File: config.mk
export PLATFORM = sky130hd
export DESIGN_NAME = dff_stim_lfsr_gen
export DESIGN_NICKNAME = d
export VERILOG_FILES = /design/src/rtl/dff_stim_pkg.sv /design/src/rtl/dff_stim_lfsr_gen_lfsr_core.sv /design/src/rtl/dff_stim_lfsr_gen.sv
export SDC_FILE = /design/constraint.sdc
export NUM_CORES = 1
export LEC_CHECK = 0
export CAP_MARGIN = 20
export CORE_UTILIZATION = 51
export CTS_CLUSTER_DIAMETER = 60
export DETAILED_ROUTE_END_ITERATION = 8
export MAX_ROUTING_LAYER = met4
export PLACE_DENSITY = 0.79
export SKIP_LAST_GASP = 1
export SLEW_MARGIN = 10
export SYNTH_ARGS = -nofsm -noshare
export SYNTH_HDL_FRONTEND = slang
export SYNTH_SLANG_ARGS = --single-unit
File: constraint.sdc
create_clock -name clk -period 2.3 [get_ports clk]
set_clock_uncertainty 0.05 [all_clocks]
set_input_delay 0.345 -clock clk [delete_from_list [all_inputs] [get_ports clk]]
set_output_delay 0.345 -clock clk [all_outputs]
set_load 0.005 [all_outputs]
File: src/rtl/dff_stim_pkg.sv
// Shared types and default constants for the flip-flop stimulus generator.
package dff_stim_pkg;

  typedef enum logic [1:0] {IDLE, RUN, DONE} stim_state_t;

  localparam logic [7:0] DEF_TAPS_8 = 8'hB8;
  localparam logic [7:0] DEF_SEED_8 = 8'h01;

endpackage

File: src/rtl/dff_stim_lfsr_gen_lfsr_core.sv
// Fibonacci LFSR with seed load; an all-zero seed is swapped for the default
// so the register can never lock up.
module lfsr_core import dff_stim_pkg::*; #(
  parameter int              W            = 8,
  parameter logic [W-1:0]    TAPS         = DEF_TAPS_8,
  parameter logic [W-1:0]    SEED_DEFAULT = DEF_SEED_8
) (
  input  logic         clk,
  input  logic         rst,
  input  logic         load,
  input  logic [W-1:0] load_val,
  input  logic         step,
  output logic [W-1:0] state
);

  logic fb;

  assign fb = ^(state & TAPS);

  always_ff @(posedge clk) begin
    if (!rst) begin
      state <= SEED_DEFAULT;
    end else if (load) begin
      state <= (load_val == '0) ? SEED_DEFAULT : load_val;
    end else if (step) begin
      state <= {state[W-2:0], fb};
    end
  end

endmodule

File: src/rtl/dff_stim_lfsr_gen.sv
// Burst-mode pseudo-random bit source feeding a d flip-flop, with hold,
// reseed and a one-cycle done pulse when the burst has been emitted.
module dff_stim_lfsr_gen import dff_stim_pkg::*; #(
  parameter int                 LFSR_W       = 8,
  parameter logic [LFSR_W-1:0]  TAPS         = DEF_TAPS_8,
  parameter logic [LFSR_W-1:0]  SEED_DEFAULT = DEF_SEED_8,
  parameter int                 CNT_W        = 16
) (
  input  logic              clk,
  input  logic              rst,
  input  logic              seed_load,
  input  logic [LFSR_W-1:0] seed,
  input  logic              start,
  input  logic [CNT_W-1:0]  burst_len,
  input  logic              hold,
  output logic              d_out,
  output logic              d_valid,
  output logic              busy,
  output logic              done
);

  stim_state_t       fsm_state, fsm_state_n;
  logic [CNT_W-1:0]  count, count_n;
  logic              d_out_n, d_valid_n, done_n;
  logic              lfsr_load, lfsr_step;
  logic [LFSR_W-1:0] lfsr;

  lfsr_core #(
    .W            (LFSR_W),
    .TAPS         (TAPS),
    .SEED_DEFAULT (SEED_DEFAULT)
  ) u_lfsr (
    .clk      (clk),
    .rst      (rst),
    .load     (lfsr_load),
    .load_val (seed),
    .step     (lfsr_step),
    .state    (lfsr)
  );

  // A seed loaded together with start lands in the LFSR before the first
  // RUN cycle, so the first emitted bit is the new seed's MSB.
  always_comb begin
    fsm_state_n = fsm_state;
    count_n     = count;
    d_out_n     = d_out;
    d_valid_n   = 1'b0;
    done_n      = 1'b0;
    lfsr_load   = 1'b0;
    lfsr_step   = 1'b0;
    case (fsm_state)
      IDLE: begin
        lfsr_load = seed_load;
        if (start) begin
          if (burst_len == '0) begin
            fsm_state_n = DONE;
          end else begin
            fsm_state_n = RUN;
            count_n     = burst_len;
          end
        end
      end
      RUN: begin
        if (!hold) begin
          d_out_n   = lfsr[LFSR_W-1];
          d_valid_n = 1'b1;
          lfsr_step = 1'b1;
          count_n   = count - CNT_W'(1);
          if (count == CNT_W'(1)) begin
            fsm_state_n = DONE;
          end
        end
      end
      DONE: begin
        done_n      = 1'b1;
        fsm_state_n = IDLE;
      end
      default: fsm_state_n = IDLE;
    endcase
  end

  always_ff @(posedge clk) begin
    if (!rst) begin
      fsm_state <= IDLE;
      count     <= '0;
      d_out     <= 1'b0;
      d_valid   <= 1'b0;
      done      <= 1'b0;
    end else begin
      fsm_state <= fsm_state_n;
      count     <= count_n;
      d_out     <= d_out_n;
      d_valid   <= d_valid_n;
      done      <= done_n;
    end
  end

  assign busy = (fsm_state == RUN);

endmodule

After elaboration in Yosys (flattened, before gate mapping)
Index checks and enable logic that the tools add are counted.
{ "op_classes": {"add_sub_neg": 1, "eq_ne": 7, "muxes": 16, "bitwise": 1, "reduce_logical": 9} }
{ "op_table": {"columns": ["cell", "count"], "rows": [
  ["$mux 16", 3],
  ["$pmux 16 s2", 1],
  ["$mux 8", 3],
  ["$eq 16x1->1 const B", 1],
  ["$logic_not 16->1", 1],
  ["$sub 16x1->16 const B", 1],
  ["$logic_not 8->1", 1],
  ["$mux 2", 4],
  ["$reduce_xor 8->1", 1],
  ["$ne 2x2->1 const B", 3],
  ["$mux 1", 4],
  ["$pmux 2 s2", 1],
  ["$reduce_and 4->1", 1],
  ["$reduce_bool 2->1", 2],
  ["$reduce_and 3->1", 1],
  ["$eq 2x1->1 const B", 1],
  ["$eq 2x2->1 const B", 1],
  ["$logic_not 2->1", 1],
  ["$ne 2x1->1 const B", 1],
  ["$reduce_and 2->1", 1],
  ["$not 1->1", 1]
]} }
{ "word_totals": {"regBits": 29, "in_bits": 29, "output_inout_bits": 4} }

Logic depth before layout (Yosys ltp)
Gate-level depths: netlist of the first run.
{ "depth": {"ltp_word": 4, "mapped_depth": 9, "depth_no_buf": 7} }

Modules after synthesis
Synthesis of the first run repeated with hierarchy kept, for this count alone.
{ "unflattened": {"hier_cells": 213, "area_unflattened_um2": 1711.6} }
{ "modules_own_cells": {"columns": ["mod", "instances", "cells_each", "area_each_um2"], "rows": [
  ["dff_stim_lfsr_gen", 1, 164, 1265.0],
  ["lfsr_core", 1, 49, 446.7]
]} }

Worst setup path after synthesis of the first run
No wires, ideal clock.
{ "synth_path": {"path_type": "register -> register", "startpoint": "register count[0]", "endpoint": "register count[6]", "arrival_ns": 1.488, "required_time_ns": 2.133, "slack_ns": 0.645, "path_stages_with_launch": 7, "path_buffers": 0, "period_less_slack_ns": 1.655, "path_cell_list": "dfxtp_1 inv_1 ha_1 or4b_1 o21ai_1 nand2_1 a32o_1"} }
{ "synth_via": {"elab_chain_cells": 3} }
{ "synth_lines": {"columns": ["item", "line_no", "text"], "rows": [
  ["start, declared", "dff_stim_lfsr_gen.sv:23", "logic [CNT_W-1:0] count, count_n;"],
  ["start signal, assigned", "dff_stim_lfsr_gen.sv:91", "count <= count_n;"],
  ["$sub 16x1->16", "dff_stim_lfsr_gen.sv:68", "count_n = count - CNT_W'(1);"],
  ["$mux 16", "dff_stim_lfsr_gen.sv:64", "if (!hold) begin"],
  ["$pmux 16 s2", "dff_stim_lfsr_gen.sv:51", "case (fsm_state)"]
]} }
No other way between the ends. The select of a mux whose other input is x is not followed.
A chain may end at the register's enable or synchronous reset.

Final worst setup path of the first run
{ "layout_path": {"startpoint": "input burst_len[14]", "endpoint": "register count[3]"} }
{ "layout_via": {"elab_chain_cells": 3} }
{ "layout_lines": {"columns": ["item", "line_no", "text"], "rows": [
  ["start, declared", "dff_stim_lfsr_gen.sv:14", "input logic [CNT_W-1:0] burst_len,"],
  ["$logic_not 16->1", "dff_stim_lfsr_gen.sv:55", "if (burst_len == '0) begin"],
  ["$ne 2x2->1 (no source line)", null, null],
  ["$reduce_and 4->1 (no source line)", null, null]
]} }
No other way between the ends.

==> results.md, run 1 <==
* Run status: finished clean
* Syn_area_per_cell at 7.86 um^2
* Worst ir drop on vdd at 496 uV
* Launch instance of the worst register-to-register path: fsm_state[0]$_SDFFE_PN0P_
* CP Cell Sequence: clkdlybuf4s50_1 -> nor4_1 -> and4_1 -> a21oi_2 -> buf_4 -> o21ai_0 -> a31o_2
* Required arrival time at the worst endpoint at 2480 ps
* Critical Path Slowest Stage Cell: clkdlybuf4s50_1
* Number of nets at the end of the flow at 286
* Post-synth top cells: 38 x nand2_1, 29 x dfxtp_1, 17 x nor2_1
* Area of the multi-input gates at 0.00106 mm^2
* Worst rel slew slack at 65.1%
* Storage cell area at 581 um^2
* Share of total power consumed by net switching at 30.7%
* Die span in y at 60.2 um
* Hold Path Origin: count[7]$_SDFFE_PN0P_
* Final period utilization at 89.6%
* Total half-perimeter wirelength after legalization and detailed placement at 3250 um
* ANT cells at 0
* Number of failing hold endpoints at the final stage at 0
* Async set or reset register ratio after synthesis at 0%
* Synth Net Count at 251
* Number of cells on the critical path at 7
* P&R area growth vs syn at 27.6%
* Clock insertion delay at the later pin of the skew report at 320 ps
* MaxCap Viol Count at 0
* Hold EP: count[7]$_SDFFE_PN0P_
* Die outline area at 0.00363 mm^2
* Number of resized instances in the post-cts repair step at 0
* Clock net sink count at 29
* Worst-Margin Slew at 523 ps
* FF-to-FF End: count[3]$_SDFFE_PN0P_
* Worst R2R Setup Slack at 240 ps
* Antenna Violating Nets Remaining at 0
* Setup Total Neg Slack at 0 ps
* Internal Pwr Total at 0.00111 W
* Number of buffers inserted during clock tree synthesis at 5
* Cell types occupying the most area after synthesis: dfxtp_1 34%, nand2_1 8.2%, a21oi_1 4.1%
* Post-synthesis instance area at 0.00173 mm^2
* Library cell occupying the most area in the post-synthesis netlist: dfxtp_1
* Kind of start point of the critical path: primary input
* Sequential cell area fraction in the yosys report at 33.6%
* Combinational group share of total power at 28.8%
* Highest clock frequency the design can meet at 485 MHz
* Most numerous cell in the Yosys netlist: nand2_1
* Worst setup path category: in -> reg
* Yosys top cell area share at 33.6%
* Final setup violation count at 0
* Reg clk slew, reported paths at 100 ps
* R2R cell count at 6
* Synthesized instance count at 220
* Setup WS pre-CTS at -0.392 ps
* Number of core rows at 20
* RSZ-0062 raised after global routing: false
* Clock power frac at 32.5%
* Clk buf depth at 2
* DRC violations left at 0
* Detailed Routing Iterations Pass 1 at 5
* Min-delay worst type: reg -> reg
* Buffer cell driving the clock tree root: clkbuf_4
* Vias in the first global route at 1529
* End-of-flow core utilization at 70.5%
* Horiz. Die Dim at 60.2 um
* Total wire length after detailed routing at 4460 um
* Placeable core region at 0.00313 mm^2
* Setup WS post-layout at 238 ps
* Worst setup EP type: flop
* Clock tree from TritonCTS: built
* Maximum number of pins on one net before global-route repair at 20
* Top_reg_cell synth: dfxtp_1
* I/O pins at 33
* FF+latch count, synth at 29
* Number of DRC violations after detailed-routing iteration 0 at 148
* Net Switching at 0.000492 W
* Delay of the slowest cell on the worst path at 520 ps
* Initial standard-cell utilization of the core at 55.3%
* Overflow left after global routing at 0
* Per-cell via count in the routed design at 6.08
* Data arrival time of the worst path at 2240 ps
* Combined buffer and inverter count along the critical path at 2
* Largest fanout on the critical path at 11
* Via Count at 1823
* Worst Hold Path Cells at 2
* Post-layout minimum cycle time at 2060 ps
* Leakage Power at 0.822 nW
* Wire length of the first global-routing pass at 7150 um
* Average routed wire per standard cell at 14.9 um
* Part of the power in registers at 38.7%
* Final RePlAce weighted congestion at 0.886
* Number of buffers inserted for hold repair after clock tree synthesis at 0
* Final worst hold slack at 428 ps
* Final-layout fill cell count at 249
* Count of buffers from port buffering at 32
* Family with the most delay on the worst path: compound AO/OA/AOI/OAI gates
* Power density normalized to cell area at 726 mW/mm^2
* Number of synthesized flops with an enable pin at 0
* Number of distinct library cells after synthesis at 51
* Number of synthesis warnings at 0
* Level count of the clock H-tree at 2
* Setup Fix Bufs, Post-CTS at 0
* Gr usage total at 27.2%
* Fraction of final layout cells with drive strength greater than 1 at 11.7%
* Number of antenna violations at the first check in global routing at 0
* Number of slew-limit violations in the final report at 0
worst register-to-register path, cell delays in order (launching register included):
cell      delay [ps]
dfxtp_1          510
nor2b_1          230
o21bai_1         140
a21oi_2          420
buf_4            260
o21ai_0          110
a31o_2           250
cell type report:
cell class,count,area share (%)
repair buffers,41,17.6
flip-flops and latches,29,26.3
clock inverters,3,2.95
inverters,5,0.851
clock buffers,5,1.70
well taps,44,2.50
multi-input cells,173,48.1
kinds of logic (layout without fill, tap and decap cells):
family                   Yosys count  count (layout)  share of synthesized area, %
adder cells (fa/ha/maj)            2               2                          1.45
AND/OR/NAND/NOR                   98              98                          30.0
flip-flops                        29              29                          33.6
multiplexers                       2               2                          1.16
AO/OA/AOI/OAI                     68              68                          27.3
buffers and inverters             18              54                          5.06
XOR/XNOR                           3               3                          1.52
cell usage in the layout (no fill, tap or decap), types with 2 or more instances in the layout:
cell type	instances
a21oi_1	14
a31oi_1	4
nand2_1	38
buf_4	9
nand4_1	2
o31ai_1	3
a32o_1	2
nand3b_1	2
nand3_1	2
o41ai_1	3
xnor2_1	3
dfxtp_1	29
nor4_1	9
o21ai_0	13
nand2b_1	6
bufinv_16	2
ha_1	2
o21a_1	2
nor3_1	6
o22ai_1	4
mux2i_1	2
clkdlybuf4s50_1	32
a311oi_1	6
nor2_1	17
nor2b_1	3
a31o_2	4
inv_1	5
and3_1	2
o21bai_1	2
o31a_1	2
clkbuf_4	5
how the worst max path moves through the flow:
stage | startpoint | endpoint
6_report | burst_len[14] | count[3]$_SDFFE_PN0P_
2_1_floorplan | count[0]$_SDFFE_PN0P_ | count[6]$_SDFFE_PN0P_
4_1_cts | fsm_state[0]$_SDFFE_PN0P_ | count[3]$_SDFFE_PN0P_
3_3_place_gp | burst_len[14] | count[3]$_SDFFE_PN0P_
3_5_place_dp | burst_len[4] | count[3]$_SDFFE_PN0P_
5_1_grt | fsm_state[0]$_SDFFE_PN0P_ | count[3]$_SDFFE_PN0P_
metrics by stage:
stage | std cells | power [W] | area [um^2]
after floorplan | 220 | 0.000933 | 1730
after global placement | 292 | 0.00108 | 2100
after detailed placement | 292 | 0.00108 | 2100
after CTS | 300 | 0.00160 | 2210
after global routing | 300 | 0.00169 | 2210
final | 300 | 0.00160 | 2210
power groups by stage:
| stage | sequential, W | combinational, W | clock (W) |
|---|---|---|---|
| 3_3_place_gp | 0.000629 | 0.000448 | 0 |
| 6_report | 0.000620 | 0.000462 | 0.000520 |
| 3_5_place_dp | 0.000630 | 0.000449 | 0 |
| 2_1_floorplan | 0.000613 | 0.000321 | 0 |
| 5_1_grt | 0.000626 | 0.000504 | 0.000556 |
| 4_1_cts | 0.000619 | 0.000454 | 0.000523 |
flip-flops by register name, indices dropped and copies added (netlist names):
name and flops:
count 16, d_out 1, d_valid 1, done 1, fsm_state 2, u_lfsr.state 8
layer usage:
metal	wire length, um	global-route usage, %	up-vias
li1	-	-	888
met1	2120	38.6	849
met2	2010	38.8	79
met3	286	7.14	7
met4	40	4.65	0
met5	0	-	-
Power figures use the tool's default switching activity.
==> run 2, diff against run 1 <==
--- a/config.mk
+++ b/config.mk
@@ -6,6 +6,7 @@
 export NUM_CORES = 1
 export LEC_CHECK = 0
 export CAP_MARGIN = 20
+export CORE_MARGIN = 3
 export CORE_UTILIZATION = 51
 export CTS_CLUSTER_DIAMETER = 60
 export DETAILED_ROUTE_END_ITERATION = 8
==> results.md, run 2 (synthesized netlist as in run 1, its figures left out) <==
* Setup Fix Bufs, Post-CTS at 0 (unchanged)
* Gr usage total at 24.3% (-2.9 points)
* Kind of start point of the critical path: flop
* Storage cell area at 581 um^2 (unchanged)
* MaxCap Viol Count at 0 (unchanged)
* ANT cells at 0 (unchanged)
* Worst rel slew slack at 68.1% (+3.0 points)
* Per-cell via count in the routed design at 5.94 (-2.2%)
* Worst setup path category: reg -> out
* Final design instance area without fill at 0.00216 mm^2 (-1.9%)
* Worst setup EP type: output port
* Leakage Power at 0.797 nW (-3.0%)
* Critical Path Slowest Stage Cell: dfxtp_1
* Antenna Violating Nets Remaining at 0 (unchanged)
* Number of failing hold endpoints at the final stage at 0 (unchanged)
* I/O pins at 33 (unchanged)
* Final RePlAce weighted congestion at 0.910 (+2.7%)
* Total half-perimeter wirelength after legalization and detailed placement at 3430 um (+5.4%)
* Largest fanout on the critical path at 10 (-1)
* Share of total power consumed by net switching at 35.9% (+5.1 points)
* RSZ-0062 raised after global routing: false
* Total Power Consumption at 0.00139 W (-13%)
* Clk buf depth at 2 (unchanged)
* Maximum number of pins on one net before global-route repair at 22 (+10%)
* Part of the power in registers at 44.6% (+5.9 points)
* Clock net sink count at 29 (unchanged)
* Clock insertion delay at the later pin of the skew report at 340 ps (+20 ps)
* Number of core rows at 20 (unchanged)
* Placed inst area at 0.00211 mm^2 (+0.24%)
* Average routed wire per standard cell at 14.9 um (+0.58%)
* Number of buffers inserted during clock tree synthesis at 5 (unchanged)
* Die outline area at 0.00413 mm^2 (+14%)
* Buffer cell driving the clock tree root: clkbuf_4
* Horiz. Die Dim at 64.2 um (+6.6%)
* Via Count at 1777 (-2.5%)
* CP Cell Sequence: nand2b_1 -> inv_1 -> clkdlybuf4s50_1
* Total wire length after detailed routing at 4470 um (+0.25%)
* Number of DRC violations after detailed-routing iteration 0 at 175 (+18%)
* Initial standard-cell utilization of the core at 54.8% (-0.44 points)
* Worst ir drop on vdd at 361 uV (-27%)
* Run status: finished clean
* Largest reg by FF count: count
* Most frequent cells in the layout: 38 x nand2_1, 32 x clkdlybuf4s50_1, 29 x dfxtp_1, 17 x nor2_1, 14 x a21oi_1
* Overflow left after global routing at 0 (unchanged)
* Combinational group share of total power at 33.2% (+4.4 points)
* Power density normalized to cell area at 643 mW/mm^2 (-12%)
* Number of slew-limit violations in the final report at 0 (unchanged)
* Biggest regs: count: 16 flops, u_lfsr.state: 8 flops, fsm_state: 2 flops
* Net Switching at 0.000498 W (+1.3%)
* Die span in y at 64.2 um (+6.6%)
* Final worst hold slack at 431 ps (+3.91 ps)
* Count of buffers from port buffering at 32 (unchanged)
* Delay of the slowest cell on the worst path at 530 ps (about the same)
* Vias in the first global route at 1736 (+14%)
* Level count of the clock H-tree at 2 (unchanged)
* Data arrival time of the worst path at 1660 ps (-580 ps)
* Final setup violation count at 0 (unchanged)
* P&R area growth vs syn at 25.1%
* Final-layout fill cell count at 288 (+16%)
* Number of nets at the end of the flow at 285 (-0.35%)
* Post-layout minimum cycle time at 2060 ps (-2.57 ps)
* Clock power frac at 22.2% (-10 points)
* Clock tree from TritonCTS: built
* Flip-flop count of the largest register, all copies and words added at 16 (unchanged)
* Worst-Margin Slew at 474 ps (-49.5 ps)
* Detailed Routing Iterations Pass 1 at 4 (-1)
* Area of the multi-input gates at 0.00106 mm^2 (unchanged)
* Setup Total Neg Slack at 0 ps (unchanged)
* Number of buffers inserted for hold repair after clock tree synthesis at 0 (unchanged)
* Fraction of final layout cells with drive strength greater than 1 at 11.4% (-0.35 points)
* Final period utilization at 89.5% (-0.11 points)
* Number of cells in the finished layout apart from fillers at 299 (-0.33%)
* Min-delay worst type: reg -> reg
* Commonest non-fill, non-tap cell in the layout: nand2_1
* Number of resized instances in the post-cts repair step at 0 (unchanged)
* Internal Pwr Total at 0.000892 W (-20%)
* Number of antenna violations at the first check in global routing at 0 (unchanged)
* Highest clock frequency the design can meet at 486 MHz (+0.12%)
* Placeable core region at 0.00315 mm^2 (+0.80%)
* Count of placed standard cells including taps at 291 (-0.34%)
* Wire length of the first global-routing pass at 7840 um (+9.7%)
* Reg clk slew, reported paths at 100 ps (about the same)
* DRC violations left at 0 (unchanged)
* Required arrival time at the worst endpoint at 1900 ps (-580 ps)
-- run 2: changes by cell type in the layout (fill, tap and decap cells not counted), sizes merged --
cell,before,now
clkinv,1,2
clkinvlp,0,1
buf,9,8
bufinv,2,0
-- run 2: metrics by stage --
step                worst slack, ps  utilization, %
floorplan                       645               -
global placement                108            66.9
detailed placement             69.3            66.9
CTS                             246            68.6
global route                    163            68.6
finish                          241            68.6
-- run 2: worst max-delay path, delay by kind of cell, from the launching register on --
family	cells	cell delay (ps)
buffers and inverters	2	630
flip-flops	1	530
AND/OR/NAND/NOR	1	170
-- run 2: layer usage --
metal	global-route usage, %	share of wire [%]	vias to the layer above	wire length [um]
met2	33.5	43	66	1910
met5	-	0	-	0
met3	6.68	6.7	14	300
met1	33.8	48	815	2160
li1	-	-	882	-
met4	8.97	2.3	0	102
-- run 2: final cells by class --
cell class / instances / share of cell area (%)
multi-input combinational: 173 / 49.0
sequential: 29 / 26.8
timing repair buffer: 40 / 18.2
tap: 44 / 2.54
clock buffer: 5 / 1.74
inverter: 5 / 0.868
clock inverter: 3 / 0.810
-- run 2: final timing paths --
| check | startpoint | depth (start not counted) | end | slack [ps] |
|---|---|---|---|---|
| worst min-delay path | count[7]$_SDFFE_PN0P_ | 2 | count[7]$_SDFFE_PN0P_ | 430 |
| worst max register to register | fsm_state[0]$_SDFFE_PN0P_ | 6 | count[3]$_SDFFE_PN0P_ | 390 |
| worst min register to register | count[7]$_SDFFE_PN0P_ | 2 | count[7]$_SDFFE_PN0P_ | 430 |
| worst max-delay path | fsm_state[0]$_SDFFE_PN0P_ | 3 | busy | 240 |
-- run 2: power groups by stage --
stage | logic [W] | registers, W | clock network [W]
after floorplan | 0.000321 | 0.000613 | 0
after global placement | 0.000451 | 0.000628 | 0
after detailed placement | 0.000458 | 0.000630 | 0
after CTS | 0.000460 | 0.000618 | 0.000311
after global routing | 0.000519 | 0.000630 | 0.000334
final | 0.000462 | 0.000620 | 0.000308
==> run 3, diff against run 2 <==
--- a/config.mk
+++ b/config.mk
@@ -5,13 +5,13 @@
 export SDC_FILE = /design/constraint.sdc
 export NUM_CORES = 1
 export LEC_CHECK = 0
-export CAP_MARGIN = 20
 export CORE_MARGIN = 3
-export CORE_UTILIZATION = 51
+export CORE_UTILIZATION = 55
 export CTS_CLUSTER_DIAMETER = 60
 export DETAILED_ROUTE_END_ITERATION = 8
+export DONT_BUFFER_PORTS = 1
 export MAX_ROUTING_LAYER = met4
-export PLACE_DENSITY = 0.79
+export PLACE_DENSITY = 0.7
 export SKIP_LAST_GASP = 1
 export SLEW_MARGIN = 10
 export SYNTH_ARGS = -nofsm -noshare
==> results.md, run 3 (synthesized netlist as in run 1, its figures left out) <==
* Biggest regs: count: 16 flops, u_lfsr.state: 8 flops, fsm_state: 2 flops
* Final setup violation count at 0 (unchanged)
* Data arrival time of the worst path at 2310 ps (+650 ps)
* Worst rel slew slack at 45.5% (-23 points)
* Buffer cell driving the clock tree root: clkbuf_4
* Detailed Routing Iterations Pass 1 at 4 (unchanged)
* Number of slew-limit violations in the final report at 0 (unchanged)
* RSZ-0062 raised after global routing: false
* Clock net sink count at 29 (unchanged)
* Most frequent cells in the layout: 38 x nand2_1, 29 x dfxtp_1, 17 x nor2_1, 14 x a21oi_1, 13 x o21ai_0
* Vias in the first global route at 1483 (-15%)
* Overflow left after global routing at 0 (unchanged)
* Average routed wire per standard cell at 17.3 um (+16%)
* Final-layout fill cell count at 271 (-5.9%)
* Largest reg by FF count: count
* Run status: finished clean
* CP Cell Sequence: nor2b_1 -> o21bai_1 -> a21oi_2 -> o21ai_0 -> a31o_2
* Number of buffers inserted for hold repair after clock tree synthesis at 0 (unchanged)
* Worst-Margin Slew at 817 ps (+343 ps)
* Via Count at 1698 (-4.4%)
* Total Power Consumption at 0.00145 W (+4.2%)
* Number of failing hold endpoints at the final stage at 0 (unchanged)
* Level count of the clock H-tree at 2 (unchanged)
* Die span in y at 62.1 um (-3.4%)
* Total wire length after detailed routing at 4500 um (+0.78%)
* Count of buffers from port buffering at 0 (-100%)
* Clock tree from TritonCTS: built
* Largest fanout on the critical path at 19 (+9)
* Wire length of the first global-routing pass at 7090 um (-9.6%)
* Number of buffers inserted during clock tree synthesis at 5 (unchanged)
* Setup Fix Bufs, Post-CTS at 0 (unchanged)
* Per-cell via count in the routed design at 6.53 (+9.9%)
* P&R area growth vs syn at 5.50%
* Clk buf depth at 2 (unchanged)
* Kind of start point of the critical path: flop
* Worst ir drop on vdd at 476 uV (+32%)
* Number of DRC violations after detailed-routing iteration 0 at 154 (-12%)
* Number of nets at the end of the flow at 248 (-13%)
* Worst setup EP type: flop
* Gr usage total at 25.8% (+1.4 points)
* Placed inst area at 0.00174 mm^2 (-18%)
* Horiz. Die Dim at 62.1 um (-3.4%)
* Initial standard-cell utilization of the core at 60.1% (+5.3 points)
* Critical Path Slowest Stage Cell: a21oi_2
* Required arrival time at the worst endpoint at 2490 ps (+590 ps)
* Die outline area at 0.00385 mm^2 (-6.6%)
* Min-delay worst type: in -> reg
* Total half-perimeter wirelength after legalization and detailed placement at 3280 um (-4.2%)
* Maximum number of pins on one net before global-route repair at 22 (unchanged)
* Power density normalized to cell area at 794 mW/mm^2 (+24%)
* Number of antenna violations at the first check in global routing at 0 (unchanged)
* Setup WS pre-CTS at 208 ps (+138 ps)
* Number of core rows at 19 (-5.0%)
* I/O pins at 33 (unchanged)
* Final RePlAce weighted congestion at 0.906 (-0.43%)
* MaxCap Viol Count at 0 (unchanged)
* Number of resized instances in the post-cts repair step at 0 (unchanged)
* Final period utilization at 92.4% (+2.9 points)
* ANT cells at 0 (unchanged)
* Placeable core region at 0.00288 mm^2 (-8.8%)
* Fraction of final layout cells with drive strength greater than 1 at 11.0% (-0.36 points)
* Setup WS post-layout at 175 ps (-66.2 ps)
* Final design instance area without fill at 0.00182 mm^2 (-16%)
* Reg clk slew, reported paths at 90 ps (about the same)
* DRC violations left at 0 (unchanged)
* Highest clock frequency the design can meet at 470 MHz (-3.1%)
* Commonest non-fill, non-tap cell in the layout: nand2_1
* Leakage Power at 0.658 nW (-17%)
* Delay of the slowest cell on the worst path at 610 ps (+80 ps)
* Clock insertion delay at the later pin of the skew report at 340 ps (about the same)
* Post-layout minimum cycle time at 2130 ps (+66.2 ps)
* Setup Total Neg Slack at 0 ps (unchanged)
* Worst setup path category: reg -> reg
* Antenna Violating Nets Remaining at 0 (unchanged)
* Flip-flop count of the largest register, all copies and words added at 16 (unchanged)
## run 3: cell types whose count changed in the layout (fill, tap and decap cells not counted)
cell / change
clkbuf_8: +1
clkinv_2: -2
buf_4: -4
buf_12: -1
bufinv_16: +1
clkdlybuf4s50_1: -32
## run 3: per-stage QoR
stage / hold WS [ps] / utilization (%) / cells
global route: 14.1 / 63.4 / 260
CTS: 19.2 / 63.4 / 260
detailed placement: 364 / 60.3 / 252
floorplan: 391 / - / 220
global placement: 361 / 60.3 / 252
finish: 21.8 / 63.4 / 260
## run 3: path summary, 6_finish.rpt
check | from | endpoint | slack, ps | cells past startpoint
worst max register to register | fsm_state[0]$_SDFFE_PN0P_ | count[3]$_SDFFE_PN0P_ | 170 | 5
worst min-delay path | rst | u_lfsr.state[0]$_SDFFE_PN1P_ | 20 | 1
worst max-delay path | fsm_state[0]$_SDFFE_PN0P_ | count[3]$_SDFFE_PN0P_ | 170 | 5
worst min register to register | count[7]$_SDFFE_PN0P_ | count[7]$_SDFFE_PN0P_ | 430 | 2
## run 3: critical path: cells and delay by family (launching register included)
kind | cells | cell delay (ps)
AND/OR/NAND/NOR | 1 | 250
AO/OA/AOI/OAI | 4 | 1220
flip-flops | 1 | 510
## run 3: final cells by class
type	count	area [um^2]	share of cell area, %
well taps	42	52.6	2.88
clock inverters	2	37.5	2.06
multi-input cells	173	1060	58.2
flip-flops and latches	29	581	31.8
clock buffers	6	51.3	2.81
repair buffers	3	22.5	1.23
inverters	5	18.8	1.03
## run 3: where the power goes
group	leakage (nW)	switching, W	internal, W	total, W
Sequential	0.239	0.0000662	0.000556	0.000622
Combinational	0.375	0.000220	0.000159	0.000380
Clock	0.0445	0.000189	0.000258	0.000447
Total	0.658	0.000475	0.000974	0.00145
## run 3: per-layer routing
metal	part of all wire [%]	wire, um	track usage, %
met2	47	2110	37.0
met3	8.6	389	7.64
met4	1.2	54	6.97
met1	43	1950	35.1
met5	0	0	-
